**config.mk**
```make
export PLATFORM = sky130hd
export DESIGN_NAME = mem_lsq_flat
export DESIGN_NICKNAME = d
export VERILOG_FILES = /design/src/rtl/mem_lsq_if.sv /design/src/rtl/mem_lsq.sv /design/src/flat_wrapper.sv
export SDC_FILE = /design/constraint.sdc
export NUM_CORES = 1
export LEC_CHECK = 0
export CORE_ASPECT_RATIO = 0.9
export CORE_MARGIN = 2
export CORE_UTILIZATION = 55
export DETAILED_ROUTE_END_ITERATION = 6
export DONT_BUFFER_PORTS = 1
export PLACE_DENSITY = 0.81
export SYNTH_ARGS = -nofsm -noshare
export SYNTH_HDL_FRONTEND = slang
export SYNTH_SLANG_ARGS = --single-unit
```
**constraint.sdc**
```tcl
create_clock -name clk -period 15.1 [get_ports clk]
set_input_delay 2.265 -clock clk [delete_from_list [all_inputs] [get_ports clk]]
set_output_delay 2.265 -clock clk [all_outputs]
set_load 0.03 [all_outputs]
```
**src/rtl/mem_lsq_if.sv**
```systemverilog
`default_nettype none
// ============================================================================
// Module  : mem_lsq_if
// Brief   : Dispatch, AGU, data-cache and CDB signal bundle of the load/store
//           queue. The slave modport is the queue's view of the bundle.
// Rev     : 1.0 - initial release
// ============================================================================
interface mem_lsq_if #(
    parameter int ROB_IDX = 5,
    parameter int PRF_IDX = 6
) ();
    logic               flush;
    logic               ds_valid;
    logic               ds_ready;
    logic               ds_is_store;
    logic [2:0]         ds_funct3;
    logic [ROB_IDX-1:0] ds_rob_id;
    logic [PRF_IDX-1:0] ds_rd_phy;
    logic               agu_valid;
    logic [ROB_IDX-1:0] agu_rob_id;
    logic [31:0]        agu_addr;
    logic [31:0]        agu_wdata;
    logic [ROB_IDX-1:0] rob_head_id;
    logic [31:0]        dmem_addr;
    logic [3:0]         dmem_rmask;
    logic [3:0]         dmem_wmask;
    logic [31:0]        dmem_wdata;
    logic [31:0]        dmem_rdata;
    logic               dmem_resp;
    logic               cdb_valid;
    logic [ROB_IDX-1:0] cdb_rob_id;
    logic [PRF_IDX-1:0] cdb_rd_phy;
    logic [31:0]        cdb_rd_value;

    modport master (
        output flush, ds_valid, ds_is_store, ds_funct3, ds_rob_id, ds_rd_phy,
               agu_valid, agu_rob_id, agu_addr, agu_wdata, rob_head_id,
               dmem_rdata, dmem_resp,
        input  ds_ready, dmem_addr, dmem_rmask, dmem_wmask, dmem_wdata,
               cdb_valid, cdb_rob_id, cdb_rd_phy, cdb_rd_value
    );

    modport slave (
        input  flush, ds_valid, ds_is_store, ds_funct3, ds_rob_id, ds_rd_phy,
               agu_valid, agu_rob_id, agu_addr, agu_wdata, rob_head_id,
               dmem_rdata, dmem_resp,
        output ds_ready, dmem_addr, dmem_rmask, dmem_wmask, dmem_wdata,
               cdb_valid, cdb_rob_id, cdb_rd_phy, cdb_rd_value
    );
endinterface
`default_nettype wire

```
**src/rtl/mem_lsq.sv**
```systemverilog
`default_nettype none
// ============================================================================
// Module  : mem_lsq
// Brief   : In-order unified load/store queue. Allocated at dispatch, filled
//           by AGU results on rob_id, head issues to dmem, results on the CDB.
// Rev     : 1.0 - initial release
// ============================================================================
module mem_lsq #(
    parameter int LSQ_DEPTH = 8,
    parameter int ROB_IDX   = 5,
    parameter int PRF_IDX   = 6
) (
    input logic       clk,
    input logic       rst,
    mem_lsq_if.slave  bus
);
    localparam int LSQ_IDX = $clog2(LSQ_DEPTH);

    localparam logic [1:0] c_IDLE  = 2'd0;
    localparam logic [1:0] c_WAIT  = 2'd1;
    localparam logic [1:0] c_DRAIN = 2'd2;

    logic [LSQ_DEPTH-1:0] r_valid;
    logic [LSQ_DEPTH-1:0] r_addr_valid;
    logic [LSQ_DEPTH-1:0] r_is_store;
    logic [2:0]           r_funct3 [LSQ_DEPTH];
    logic [ROB_IDX-1:0]   r_rob_id [LSQ_DEPTH];
    logic [PRF_IDX-1:0]   r_rd_phy [LSQ_DEPTH];
    logic [31:0]          r_addr   [LSQ_DEPTH];
    logic [31:0]          r_wdata  [LSQ_DEPTH];
    logic [LSQ_IDX:0]     r_head;
    logic [LSQ_IDX:0]     r_tail;
    logic [1:0]           r_state;

    logic [31:0]          r_dmem_addr;
    logic [31:0]          r_dmem_wdata;
    logic [3:0]           r_dmem_rmask;
    logic [3:0]           r_dmem_wmask;
    logic                 r_cdb_valid;
    logic [ROB_IDX-1:0]   r_cdb_rob_id;
    logic [PRF_IDX-1:0]   r_cdb_rd_phy;
    logic [31:0]          r_cdb_rd_value;

    logic [LSQ_IDX-1:0]   w_hidx;
    logic [LSQ_IDX-1:0]   w_tidx;
    logic                 w_full;
    logic                 w_alloc;
    logic                 w_issue;
    logic [1:0]           w_off;
    logic [3:0]           w_mask;
    logic [31:0]          w_shifted;
    logic [31:0]          w_load_value;

    always_comb begin
        w_hidx  = r_head[LSQ_IDX-1:0];
        w_tidx  = r_tail[LSQ_IDX-1:0];
        w_full  = (w_hidx == w_tidx) && (r_head[LSQ_IDX] != r_tail[LSQ_IDX]);
        w_alloc = bus.ds_valid && !w_full && !bus.flush;
        // Stores wait for the ROB head so they are never speculative.
        w_issue = (r_state == c_IDLE) && !bus.flush && r_valid[w_hidx] &&
                  r_addr_valid[w_hidx] &&
                  (!r_is_store[w_hidx] || (bus.rob_head_id == r_rob_id[w_hidx]));
        w_off   = r_addr[w_hidx][1:0];
        case (r_funct3[w_hidx][1:0])
            2'b00:   w_mask = 4'b0001 << w_off;
            2'b01:   w_mask = 4'b0011 << w_off;
            default: w_mask = 4'b1111;
        endcase
        w_shifted = bus.dmem_rdata >> {w_off, 3'b000};
        case (r_funct3[w_hidx])
            3'b000:  w_load_value = {{24{w_shifted[7]}}, w_shifted[7:0]};
            3'b001:  w_load_value = {{16{w_shifted[15]}}, w_shifted[15:0]};
            3'b100:  w_load_value = {24'd0, w_shifted[7:0]};
            3'b101:  w_load_value = {16'd0, w_shifted[15:0]};
            default: w_load_value = w_shifted;
        endcase
    end

    always_ff @(posedge clk) begin
        if (rst) begin
            r_head         <= '0;
            r_tail         <= '0;
            r_valid        <= '0;
            r_addr_valid   <= '0;
            r_state        <= c_IDLE;
            r_dmem_addr    <= '0;
            r_dmem_wdata   <= '0;
            r_dmem_rmask   <= '0;
            r_dmem_wmask   <= '0;
            r_cdb_valid    <= 1'b0;
            r_cdb_rob_id   <= '0;
            r_cdb_rd_phy   <= '0;
            r_cdb_rd_value <= '0;
        end else begin
            r_dmem_rmask <= '0;
            r_dmem_wmask <= '0;
            r_cdb_valid  <= 1'b0;

            for (int i = 0; i < LSQ_DEPTH; i++) begin
                if (bus.agu_valid && r_valid[i] && (r_rob_id[i] == bus.agu_rob_id)) begin
                    r_addr[i]       <= bus.agu_addr;
                    r_wdata[i]      <= bus.agu_wdata;
                    r_addr_valid[i] <= 1'b1;
                end
            end

            if (w_alloc) begin
                r_valid[w_tidx]      <= 1'b1;
                r_addr_valid[w_tidx] <= 1'b0;
                r_is_store[w_tidx]   <= bus.ds_is_store;
                r_funct3[w_tidx]     <= bus.ds_funct3;
                r_rob_id[w_tidx]     <= bus.ds_rob_id;
                r_rd_phy[w_tidx]     <= bus.ds_rd_phy;
                r_tail               <= r_tail + 1'b1;
            end

            case (r_state)
                c_IDLE: begin
                    if (w_issue) begin
                        r_dmem_addr <= {r_addr[w_hidx][31:2], 2'b00};
                        if (r_is_store[w_hidx]) begin
                            r_dmem_wmask <= w_mask;
                            r_dmem_wdata <= r_wdata[w_hidx] << {w_off, 3'b000};
                        end else begin
                            r_dmem_rmask <= w_mask;
                        end
                        r_state <= c_WAIT;
                    end
                end
                c_WAIT: begin
                    if (bus.dmem_resp) begin
                        r_cdb_valid    <= 1'b1;
                        r_cdb_rob_id   <= r_rob_id[w_hidx];
                        r_cdb_rd_phy   <= r_is_store[w_hidx] ? '0 : r_rd_phy[w_hidx];
                        r_cdb_rd_value <= r_is_store[w_hidx] ? '0 : w_load_value;
                        r_valid[w_hidx]      <= 1'b0;
                        r_addr_valid[w_hidx] <= 1'b0;
                        r_head               <= r_head + 1'b1;
                        r_state              <= c_IDLE;
                    end
                end
                c_DRAIN: begin
                    if (bus.dmem_resp) begin
                        r_state <= c_IDLE;
                    end
                end
                default: r_state <= c_IDLE;
            endcase

            // A request already in flight must still be retired by dmem before
            // the next issue, hence DRAIN instead of IDLE.
            if (bus.flush) begin
                r_head       <= '0;
                r_tail       <= '0;
                r_valid      <= '0;
                r_addr_valid <= '0;
                r_cdb_valid  <= 1'b0;
                r_dmem_rmask <= '0;
                r_dmem_wmask <= '0;
                if (((r_state == c_WAIT) || (r_state == c_DRAIN)) && !bus.dmem_resp) begin
                    r_state <= c_DRAIN;
                end else begin
                    r_state <= c_IDLE;
                end
            end
        end
    end

    assign bus.ds_ready     = !w_full;
    assign bus.dmem_addr    = r_dmem_addr;
    assign bus.dmem_rmask   = r_dmem_rmask;
    assign bus.dmem_wmask   = r_dmem_wmask;
    assign bus.dmem_wdata   = r_dmem_wdata;
    assign bus.cdb_valid    = r_cdb_valid;
    assign bus.cdb_rob_id   = r_cdb_rob_id;
    assign bus.cdb_rd_phy   = r_cdb_rd_phy;
    assign bus.cdb_rd_value = r_cdb_rd_value;
endmodule
`default_nettype wire
```
**src/flat_wrapper.sv**
```systemverilog
// flat-port wrapper written by rule: the top's interface ports become plain ports
module mem_lsq_flat 
#(
    parameter int LSQ_DEPTH = 8,
    parameter int ROB_IDX   = 5,
    parameter int PRF_IDX   = 6
)
  (clk, rst, bus_flush, bus_ds_valid, bus_ds_is_store, bus_ds_funct3, bus_ds_rob_id, bus_ds_rd_phy, bus_agu_valid, bus_agu_rob_id, bus_agu_addr, bus_agu_wdata, bus_rob_head_id, bus_dmem_rdata, bus_dmem_resp, bus_ds_ready, bus_dmem_addr, bus_dmem_rmask, bus_dmem_wmask, bus_dmem_wdata, bus_cdb_valid, bus_cdb_rob_id, bus_cdb_rd_phy, bus_cdb_rd_value);
  mem_lsq_if #(.ROB_IDX(ROB_IDX), .PRF_IDX(PRF_IDX)) bus_i ();
  input logic clk;
  input logic rst;
  input wire logic [$bits(bus_i.flush)-1:0] bus_flush;
  input wire logic [$bits(bus_i.ds_valid)-1:0] bus_ds_valid;
  input wire logic [$bits(bus_i.ds_is_store)-1:0] bus_ds_is_store;
  input wire logic [$bits(bus_i.ds_funct3)-1:0] bus_ds_funct3;
  input wire logic [$bits(bus_i.ds_rob_id)-1:0] bus_ds_rob_id;
  input wire logic [$bits(bus_i.ds_rd_phy)-1:0] bus_ds_rd_phy;
  input wire logic [$bits(bus_i.agu_valid)-1:0] bus_agu_valid;
  input wire logic [$bits(bus_i.agu_rob_id)-1:0] bus_agu_rob_id;
  input wire logic [$bits(bus_i.agu_addr)-1:0] bus_agu_addr;
  input wire logic [$bits(bus_i.agu_wdata)-1:0] bus_agu_wdata;
  input wire logic [$bits(bus_i.rob_head_id)-1:0] bus_rob_head_id;
  input wire logic [$bits(bus_i.dmem_rdata)-1:0] bus_dmem_rdata;
  input wire logic [$bits(bus_i.dmem_resp)-1:0] bus_dmem_resp;
  output wire logic [$bits(bus_i.ds_ready)-1:0] bus_ds_ready;
  output wire logic [$bits(bus_i.dmem_addr)-1:0] bus_dmem_addr;
  output wire logic [$bits(bus_i.dmem_rmask)-1:0] bus_dmem_rmask;
  output wire logic [$bits(bus_i.dmem_wmask)-1:0] bus_dmem_wmask;
  output wire logic [$bits(bus_i.dmem_wdata)-1:0] bus_dmem_wdata;
  output wire logic [$bits(bus_i.cdb_valid)-1:0] bus_cdb_valid;
  output wire logic [$bits(bus_i.cdb_rob_id)-1:0] bus_cdb_rob_id;
  output wire logic [$bits(bus_i.cdb_rd_phy)-1:0] bus_cdb_rd_phy;
  output wire logic [$bits(bus_i.cdb_rd_value)-1:0] bus_cdb_rd_value;
  assign bus_i.flush = bus_flush;
  assign bus_i.ds_valid = bus_ds_valid;
  assign bus_i.ds_is_store = bus_ds_is_store;
  assign bus_i.ds_funct3 = bus_ds_funct3;
  assign bus_i.ds_rob_id = bus_ds_rob_id;
  assign bus_i.ds_rd_phy = bus_ds_rd_phy;
  assign bus_i.agu_valid = bus_agu_valid;
  assign bus_i.agu_rob_id = bus_agu_rob_id;
  assign bus_i.agu_addr = bus_agu_addr;
  assign bus_i.agu_wdata = bus_agu_wdata;
  assign bus_i.rob_head_id = bus_rob_head_id;
  assign bus_i.dmem_rdata = bus_dmem_rdata;
  assign bus_i.dmem_resp = bus_dmem_resp;
  assign bus_ds_ready = bus_i.ds_ready;
  assign bus_dmem_addr = bus_i.dmem_addr;
  assign bus_dmem_rmask = bus_i.dmem_rmask;
  assign bus_dmem_wmask = bus_i.dmem_wmask;
  assign bus_dmem_wdata = bus_i.dmem_wdata;
  assign bus_cdb_valid = bus_i.cdb_valid;
  assign bus_cdb_rob_id = bus_i.cdb_rob_id;
  assign bus_cdb_rd_phy = bus_i.cdb_rd_phy;
  assign bus_cdb_rd_value = bus_i.cdb_rd_value;
  mem_lsq #(.LSQ_DEPTH(LSQ_DEPTH), .ROB_IDX(ROB_IDX), .PRF_IDX(PRF_IDX)) u_core (.clk(clk), .rst(rst), .bus(bus_i));
endmodule
```
==> metrics.json, run 1 <==
{
  "yosys": {
    "count_of_state_elements_after_synthesis": 775,
    "dominantRegCellSynth": "sky130_fd_sc_hd__edfxtp_1",
    "cell_area_after_synthesis_mm2": 0.0313,
    "synthArstFlopShare_pct": 0,
    "synth_edf_count": 632,
    "synth_area_leader_cell": "sky130_fd_sc_hd__edfxtp_1",
    "avgSynthCellArea_um2": 17.3,
    "netlist.area_leader.share_pct": 60.7,
    "ys.warnings.count": 0,
    "synth.area.top_cells": "sky130_fd_sc_hd__edfxtp_1 61%, sky130_fd_sc_hd__mux4_2 11%, sky130_fd_sc_hd__dfxtp_1 9.1%, sky130_fd_sc_hd__mux2i_1 3.7%, sky130_fd_sc_hd__mux2_1 1.6%",
    "post_synth_inst_count": 1809,
    "ys_seq_area_share_pct": 69.8,
    "ys_types": 59
  },
  "detailed_routing": {
    "viasPerCell": 6.23,
    "route.final.wire_length_um": 68500,
    "dr_total_vias": 16300,
    "ant_nets": 0,
    "drc": 0,
    "firstDrtPassIters": 5,
    "detail_route.iter0.violations": 1791,
    "routedWlPerCell_um": 26.2
  },
  "timing": {
    "post-route-worst-setup-slack_ps": 10600,
    "timing.clock.skew_ps": 19.6,
    "timing.slew.headroom_pct": 22.2,
    "fmax_mhz": 222,
    "timing.setup.tns_ps": 0,
    "setup_viol": 0,
    "worstMarginPinSlew_ps": 1160,
    "grt_setup_unrepaired": "no",
    "layout_worst_path_cycle_share_pct": 29.8,
    "maxSlewViolCount": 0,
    "period_minus_slack_ps": 4500,
    "hold_viol": 0
  },
  "global_routing": {
    "grt_pass1_vias": 16900,
    "grt_start_max_net_pins": 173,
    "grt_first_pass_wirelength_um": 104000,
    "global_route.overflow_total": 0,
    "gr-usage-met3_pct": 6.92,
    "antenna_found_initial": 0,
    "grt.total_usage_pct": 23.4,
    "grt_busiest_layer": "met2",
    "met1_usage_pct": 30.8,
    "grtUsageMet2_pct": 37.7
  },
  "hold_path": {
    "hold_class": "register to register",
    "min_delay_path_depth": 2,
    "whs_endpoint": "u_core.r_addr_valid[7]",
    "timing.hold.worst.start": "u_core.r_addr_valid[7]"
  },
  "floorplanning": {
    "fp-row-count": 82,
    "fp.dieH_um": 230,
    "initial_cell_density_of_the_core_pct": 56.0,
    "top_level_ports": 244,
    "die_area_mm2": 0.0588,
    "core_mm2": 0.0559,
    "die_w_um": 255
  },
  "clock_tree": {
    "cts-resized-gates": 0,
    "root_cell_of_the_clock_tree": "sky130_fd_sc_hd__clkbuf_16",
    "tritoncts": "yes",
    "clock_tree_buf_depth": 3,
    "clock_insertion_delay_worst_skew_ps": 620,
    "tritoncts_num_sinks": 775,
    "cts_inserted_buffers": 77,
    "postCtsHoldBufs": 0,
    "clk_transition_reported_paths_ps": 70,
    "htree_levels": 3,
    "post_cts.repair.setup_buffers": 0
  },
  "worst_setup_path": {
    "timing.critical_path.mode_cell": "sky130_fd_sc_hd__buf_4",
    "cpMaxStageDelayCell": "sky130_fd_sc_hd__mux4_2",
    "cp-end-kind": "register",
    "critical_r2r_capture": "u_core.bus.cdb_rd_value[18]",
    "critical_path.startpoint_type": "register",
    "cp_cell_sequence": "buf_4, buf_4, mux4_2, a211o_1, a21boi_1, a211oi_4, o22ai_1",
    "cp.arrival_ps": 4980,
    "r2r_cells": 7,
    "regToRegSetupSlack_ps": 10600,
    "critical-path-max-stage-delay_ps": 1090,
    "cp.required_ps": 15580,
    "critPathMaxFanout": 43,
    "worstPathBufferInverterCount": 2,
    "cp_top_family": "buffers and inverters",
    "critical_path_class": "register to register"
  },
  "cells_and_area": {
    "finalNetCount": 1928,
    "drive_above_1_share_pct": 19.1,
    "final_common_cell": "sky130_fd_sc_hd__edfxtp_1",
    "layout.cells.most_common_list": "632 x sky130_fd_sc_hd__edfxtp_1, 157 x sky130_fd_sc_hd__mux4_2, 140 x sky130_fd_sc_hd__dfxtp_1",
    "diodes": 0,
    "syn2layout_area_growth_pct": 10.6
  },
  "place": {
    "port-buffer-count": 0,
    "dp_hpwl_um": 41200,
    "globalplace.congestion": 0.952,
    "placement.setup.worst_slack_ps": 10260
  },
  "power": {
    "max-vdd-ir-drop_mv": 0.104,
    "standby_leakage_power_nw": 10.9,
    "power_density_mw_per_mm2": 124
  },
  "run_status": {
    "status": "completed"
  },
  "job": {
    "timing.max_cap.violations": 0
  }
}
cell usage after synthesis (all sizes together), types with 38 or more instances:
master	count
nor2b	65
xor2	38
edfxtp	632
mux2i	117
nor2	97
nand2	91
dfxtp	143
buf	61
clkbuf	58
mux4	157
mux2	67
a21oi	48
tightest hold or removal path, cell delays in order, from the launching register on:
cell                        delay [ps]
sky130_fd_sc_hd__dfxtp_1           310
sky130_fd_sc_hd__inv_1              50
sky130_fd_sc_hd__a2111oi_0          70
worst max-delay path by stage:
stage                            from                           to  slack [ps]  cells after the start
CTS                          register  u_core.bus.cdb_rd_value[18]       10640                      7
global placement    bus_agu_rob_id[4]         u_core.r_addr[3][10]       10250                      5
floorplan           bus_agu_rob_id[4]          u_core.r_addr[5][0]        8790                      5
global route                 register  u_core.bus.cdb_rd_value[18]       10400                      7
finish                       register  u_core.bus.cdb_rd_value[18]       10600                      7
detailed placement  bus_agu_rob_id[4]         u_core.r_addr[3][10]       10260                      5
metal layers:
layer	routed length [um]	part of all wire, %	up-vias
li1	-	-	7059
met1	27200	40	8391
met2	33300	49	713
met3	6270	9.1	135
met4	1790	2.6	0
met5	0	0	-
registers in the layout (all words and copies together) (netlist names), named ones only:
register and count:
u_core.bus.dmem_addr 30, u_core.r_addr_valid 8, u_core.r_funct3 24, u_core.r_rd_phy 48, u_core.bus.cdb_rob_id 5, u_core.r_valid 8
u_core.bus.dmem_wdata 32, u_core.r_rob_id 40, u_core.bus.cdb_valid 1, u_core.bus.cdb_rd_value 32, u_core.bus.dmem_rmask 4, u_core.r_is_store 8
u_core.r_tail 4, u_core.r_state 2, u_core.r_head 4, u_core.bus.cdb_rd_phy 6, u_core.r_addr 256, u_core.bus.dmem_wmask 4
u_core.r_wdata 256
report_power, final:
part	total [mW]	leakage [nW]	switching, mW	internal [mW]
Clock	1.95	1.28	0.800	1.15
Sequential	2.31	6.83	0.00142	2.31
Combinational	0.0299	2.82	0.0177	0.0122
per-stage QoR:
stage                     cell area (um2)  hold slack, ps  utilization [%]  std cells  power (mW)
after global routing                34600             528             61.9       2618        4.40
after floorplan                     31300             428                -       1810        2.39
final                               34600             488             61.9       2618        4.29
after detailed placement            32000             473             57.2       2474        2.39
after CTS                           34600             480             61.9       2618        4.32
after global placement              32000             487             57.2       2474        2.38
area by class of cell:
cell class | count | area (um2)
multi-input combinational | 907 | 8970
fill | 3852 | 21300
clock inverter | 27 | 383
inverter | 9 | 33.8
sequential | 775 | 21900
clock buffer | 117 | 2230
timing repair buffer | 27 | 203
tap | 756 | 946
logic make-up after synthesis:
group | count (synthesis) | share of synthesized area [%]
multiplexers | 341 | 17.7
AO/OA/AOI/OAI | 143 | 3.09
buffers and inverters | 128 | 1.96
flip-flops | 775 | 69.8
adder cells (fa/ha/maj) | 4 | 0.160
XOR/XNOR | 55 | 1.54
AND/OR/NAND/NOR | 362 | 5.71
other | 1 | 0.0120
No activity file was read; power rests on OpenSTA's default activity.
==> run 2: changes to the inputs <==
Settings changed: PLACE_DENSITY 0.81 to 0.84.
Clock period 15.1 ns to 3.7 ns, I/O delays scaled along.
==> run 2 against run 1 <==
The flow now finishes with violations (DRC); first-iteration DRC count increased by 14%; register-to-register slack worse by 10000 ps; worst setup slack worse by 10000 ps; non-clock buffer count rose by 108; clock power grew to 4.2 times the previous value; die area unchanged; critical path depth is the same; largest cell class unchanged.
==> metrics.json, run 2 (synthesis gave the netlist of run 1 again) <==
{
  "run_status": {
    "status": "finished with violations",
    "violations": "DRC"
  },
  "global_routing": {
    "grt_first_pass_wirelength_um": 111000,
    "grt.total_usage_pct": 25.1,
    "antenna_found_initial": 5,
    "grt_pass1_vias": 17400,
    "global_route.overflow_total": 0,
    "grt_start_max_net_pins": 173
  },
  "timing": {
    "hold_viol": 0,
    "layout_worst_path_cycle_share_pct": 86.7,
    "timing.slew.headroom_pct": 35.1,
    "timing.clock.skew_ps": 21.4,
    "setup_viol": 0,
    "maxSlewViolCount": 0,
    "worst_hold_slack_ps": 27.9,
    "grt_setup_unrepaired": "no",
    "period_minus_slack_ps": 3210,
    "fmax_mhz": 312,
    "worstMarginPinSlew_ps": 973
  },
  "clock_tree": {
    "clock_tree_buf_depth": 3,
    "cts-resized-gates": 0,
    "root_cell_of_the_clock_tree": "sky130_fd_sc_hd__clkbuf_16",
    "cts_inserted_buffers": 77,
    "post_cts.repair.setup_buffers": 0,
    "tritoncts_num_sinks": 775,
    "tritoncts": "yes",
    "clk_transition_reported_paths_ps": 60,
    "postCtsHoldBufs": 66,
    "htree_levels": 3,
    "clock_insertion_delay_worst_skew_ps": 630
  },
  "cells_and_area": {
    "fin_area_mm2": 0.0359,
    "drive_above_1_share_pct": 19.3,
    "nFillCells": 3733,
    "final_common_cell": "sky130_fd_sc_hd__edfxtp_1",
    "multi_input_area_mm2": 0.00897,
    "syn2layout_area_growth_pct": 14.6,
    "finalNetCount": 2036,
    "fin_util_pct": 64.1,
    "final-seq-area_mm2": 0.0219,
    "diodes": 0,
    "layout.cells.most_common_list": "632 x sky130_fd_sc_hd__edfxtp_1, 157 x sky130_fd_sc_hd__mux4_2, 140 x sky130_fd_sc_hd__dfxtp_1",
    "non_filler_cells_final": 2726,
    "reg.largest.list": "u_core.r_addr (256), u_core.r_wdata (256), u_core.r_rd_phy (48)"
  },
  "place": {
    "globalplace.congestion": 0.934,
    "number_of_placed_instances_taps_included": 2492,
    "area_post_placement_mm2": 0.0323,
    "dp_hpwl_um": 41900,
    "port-buffer-count": 0
  },
  "floorplanning": {
    "die_w_um": 255,
    "top_level_ports": 244,
    "fp-row-count": 82,
    "die_area_mm2": 0.0588,
    "initial_cell_density_of_the_core_pct": 56.0,
    "core_mm2": 0.0559,
    "fp.dieH_um": 230
  },
  "worst_setup_path": {
    "critPathMaxFanout": 59,
    "critical_path.startpoint_type": "register",
    "critical_path_class": "register to register",
    "worstPathBufferInverterCount": 2,
    "cp_cell_sequence": "buf_4, buf_4, mux4_2, nor3_1, a21oi_1, or3_1, o22ai_1",
    "cp.required_ps": 4230,
    "cp-end-kind": "register",
    "critical-path-max-stage-delay_ps": 690,
    "cp.arrival_ps": 3730,
    "cpMaxStageDelayCell": "sky130_fd_sc_hd__buf_4",
    "timing.critical_path.mode_cell": "sky130_fd_sc_hd__buf_4",
    "cp_top_family": "buffers and inverters"
  },
  "detailed_routing": {
    "route.final.wire_length_um": 74100,
    "firstDrtPassIters": 7,
    "dr_total_vias": 17100,
    "ant_nets": 0,
    "routedWlPerCell_um": 27.2,
    "detail_route.iter0.violations": 2046,
    "drc": 1,
    "viasPerCell": 6.29
  },
  "power": {
    "max-vdd-ir-drop_mv": 0.493,
    "standby_leakage_power_nw": 11.5,
    "power_density_mw_per_mm2": 498
  },
  "job": {
    "timing.max_cap.violations": 0
  },
  "hold_path": {
    "hold_class": "input port to register"
  }
}
## run 2: cell count changes in the layout (fill, tap and decap cells not counted), moves of 4 or more
cell                            change
sky130_fd_sc_hd__buf_12            +10
sky130_fd_sc_hd__buf_4              +8
sky130_fd_sc_hd__clkbuf_1          -11
sky130_fd_sc_hd__clkbuf_16          +4
sky130_fd_sc_hd__clkinv_1           +4
sky130_fd_sc_hd__dlygate4sd3_1     +90
## run 2: layout make-up
cell class              count  share of cell area (%)
multi-input cells         907                    25.0
repair buffers            135                    3.80
well taps                 756                    2.64
inverters                   9                  0.0942
clock buffers             106                    6.28
flip-flops and latches    775                    60.9
clock inverters            38                    1.22
## run 2: final timing paths
kind	endpoint	cells past startpoint	from	slack, ps
worst max-delay path	u_core.bus.cdb_rd_value[21]	7	register	490
worst min-delay path	u_core.r_wdata[1][4]	0	bus_agu_wdata[4]	30
worst max register to register	u_core.bus.cdb_rd_value[21]	7	register	490
worst min register to register	u_core.r_addr_valid[5]	2	u_core.r_addr_valid[5]	480
## run 2: power by group
part           total, mW  internal (mW)  switching [mW]
Combinational      0.271          0.116           0.155
Clock               8.15           4.86            3.29
Sequential          9.42           9.42         0.00526
Total               17.8           14.4            3.45
## run 2: metal layers
metal / global-route usage, % / vias up / routed length [um]
li1: - / 7274 / -
met1: 33.7 / 8793 / 29500
met2: 40.6 / 913 / 35900
met3: 6.96 / 144 / 6820
met4: 7.39 / 10 / 1800
met5: 0 / - / 65
## run 2: metrics by stage
stage	setup TNS (ps)	worst slack [ps]	power (mW)
3_5_place_dp	0	503	9.74
4_1_cts	0	469	17.9
6_report	0	494	17.8
2_1_floorplan	-284860	-894	9.74
3_3_place_gp	0	541	9.73
5_1_grt	0	286	18.3
==> run 3: changes to the inputs <==
Settings changed: CTS_CLUSTER_DIAMETER set to 30, SLEW_MARGIN set to 20.
==> run 3 against run 2 <==
The run now ends clean; utilization increased by 3.1 points; clock-buffer cell count up 47; critical path depth is the same; non-clock buffer count fell by 8; highest routed layer unchanged; cell count rose by 3.4%.
==> metrics.json, run 3 (synthesis gave the netlist of run 1 again) <==
{
  "run_status": {
    "status": "completed"
  },
  "place": {
    "number_of_placed_instances_taps_included": 2492,
    "globalplace.congestion": 0.934,
    "port-buffer-count": 0,
    "dp_hpwl_um": 41900
  },
  "detailed_routing": {
    "route.final.wire_length_um": 75300,
    "routedWlPerCell_um": 26.7,
    "ant_nets": 0,
    "firstDrtPassIters": 6,
    "drc": 0,
    "dr_total_vias": 17600,
    "detail_route.iter0.violations": 2241,
    "viasPerCell": 6.24
  },
  "floorplanning": {
    "initial_cell_density_of_the_core_pct": 56.0,
    "core_mm2": 0.0559,
    "die_area_mm2": 0.0588,
    "top_level_ports": 244,
    "fp.dieH_um": 230,
    "fp-row-count": 82,
    "die_w_um": 255
  },
  "clock_tree": {
    "root_cell_of_the_clock_tree": "sky130_fd_sc_hd__clkbuf_16",
    "clk_transition_reported_paths_ps": 50,
    "cts_inserted_buffers": 131,
    "clock_tree_buf_depth": 3,
    "tritoncts": "yes",
    "postCtsHoldBufs": 82,
    "tritoncts_num_sinks": 775,
    "htree_levels": 4,
    "post_cts.repair.setup_buffers": 0,
    "cts-resized-gates": 0,
    "clock_insertion_delay_worst_skew_ps": 710
  },
  "worst_setup_path": {
    "cp.arrival_ps": 3820,
    "critical_path_class": "register to register",
    "cp.required_ps": 4320,
    "critical_path.startpoint_type": "register",
    "critPathMaxFanout": 59,
    "cp-end-kind": "register"
  },
  "cells_and_area": {
    "reg.largest.list": "u_core.r_addr (256), u_core.r_wdata (256), u_core.r_rd_phy (48)",
    "non_filler_cells_final": 2820,
    "layout.cells.most_common_list": "632 x sky130_fd_sc_hd__edfxtp_1, 157 x sky130_fd_sc_hd__mux4_2, 140 x sky130_fd_sc_hd__dfxtp_1",
    "syn2layout_area_growth_pct": 20.2,
    "final-seq-area_mm2": 0.0219,
    "final_common_cell": "sky130_fd_sc_hd__edfxtp_1",
    "fin_util_pct": 67.3,
    "drive_above_1_share_pct": 23.1,
    "finalNetCount": 2082,
    "nFillCells": 3515,
    "multi_input_area_mm2": 0.00897
  },
  "job": {
    "timing.max_cap.violations": 0
  },
  "timing": {
    "setup_viol": 0,
    "period_minus_slack_ps": 3190,
    "maxSlewViolCount": 0,
    "fmax_mhz": 313,
    "hold_viol": 0,
    "timing.slew.headroom_pct": 25.0,
    "layout_worst_path_cycle_share_pct": 86.3,
    "worst_hold_slack_ps": 75.1,
    "timing.clock.skew_ps": 31.9,
    "grt_setup_unrepaired": "no",
    "timing.setup.tns_ps": 0,
    "worstMarginPinSlew_ps": 1120
  },
  "global_routing": {
    "grt.total_usage_pct": 26.1,
    "grt_start_max_net_pins": 158,
    "grt_pass1_vias": 18100,
    "global_route.overflow_total": 0,
    "antenna_found_initial": 12,
    "grt_first_pass_wirelength_um": 114000
  },
  "power": {
    "max-vdd-ir-drop_mv": 0.493,
    "power_density_mw_per_mm2": 583,
    "standby_leakage_power_nw": 12.3
  },
  "hold_path": {
    "hold_class": "input port to register"
  }
}
run 3: changes by cell type in the layout (fill, tap and decap cells not counted), sizes merged:
cell,change
bufinv,+7
diode,+4
clkinv,+19
dlygate4sd3,-8
inv,+17
clkinvlp,+8
clkbuf,+47
run 3: routing by layer:
layer | part of all wire (%) | track usage (%) | vias up | routed length, um
li1 | - | - | 7432 | -
met1 | 39 | 34.2 | 9003 | 29600
met2 | 49 | 41.5 | 974 | 36600
met3 | 9.4 | 7.80 | 177 | 7090
met4 | 2.7 | 9.80 | 14 | 2020
met5 | 0.12 | 0 | - | 89
run 3: final cells by class:
| cell class | instances | area share (%) |
|---|---|---|
| clock inverter | 89 | 2.72 |
| multi-input combinational | 907 | 23.8 |
| sequential | 775 | 58.1 |
| tap | 756 | 2.51 |
| antenna | 4 | 0.0266 |
| timing repair buffer | 127 | 3.41 |
| inverter | 9 | 0.0898 |
| clock buffer | 153 | 9.29 |
run 3: final timing paths:
check | slack, ps | cells after the start | start | endpoint
max | 510 | 7 | register | u_core.bus.cdb_rd_value[24]
min | 80 | 2 | bus_dmem_rdata[27] | u_core.bus.cdb_rd_value[27]
max reg2reg | 510 | 7 | register | u_core.bus.cdb_rd_value[24]
min reg2reg | 460 | 2 | u_core.r_addr_valid[5] | u_core.r_addr_valid[5]
run 3: critical path: stages (launching register included):
cell                      delay, ps
sky130_fd_sc_hd__dfxtp_4        540
sky130_fd_sc_hd__buf_4          290
sky130_fd_sc_hd__buf_4          700
sky130_fd_sc_hd__mux4_2         440
sky130_fd_sc_hd__nor3_1         160
sky130_fd_sc_hd__a21oi_1        110
sky130_fd_sc_hd__or3_1          590
sky130_fd_sc_hd__o22ai_1        280
run 3: report_power, final:
part           internal, mW  switching (mW)  total (mW)  leakage, nW
clock network          7.90            4.29        12.2         2.19
registers              9.44         0.00533        9.44         6.83
logic                 0.110           0.177       0.287         3.27
total                  17.5            4.47        21.9         12.3
run 3: metrics by stage:
step	setup slack, ps	cell area [um2]	power, mW
2_1_floorplan	-894	31300	9.74
6_report	505	37600	21.9
5_1_grt	270	37600	22.5
3_3_place_gp	541	32300	9.73
4_1_cts	475	37600	22.1
3_5_place_dp	503	32300	9.74
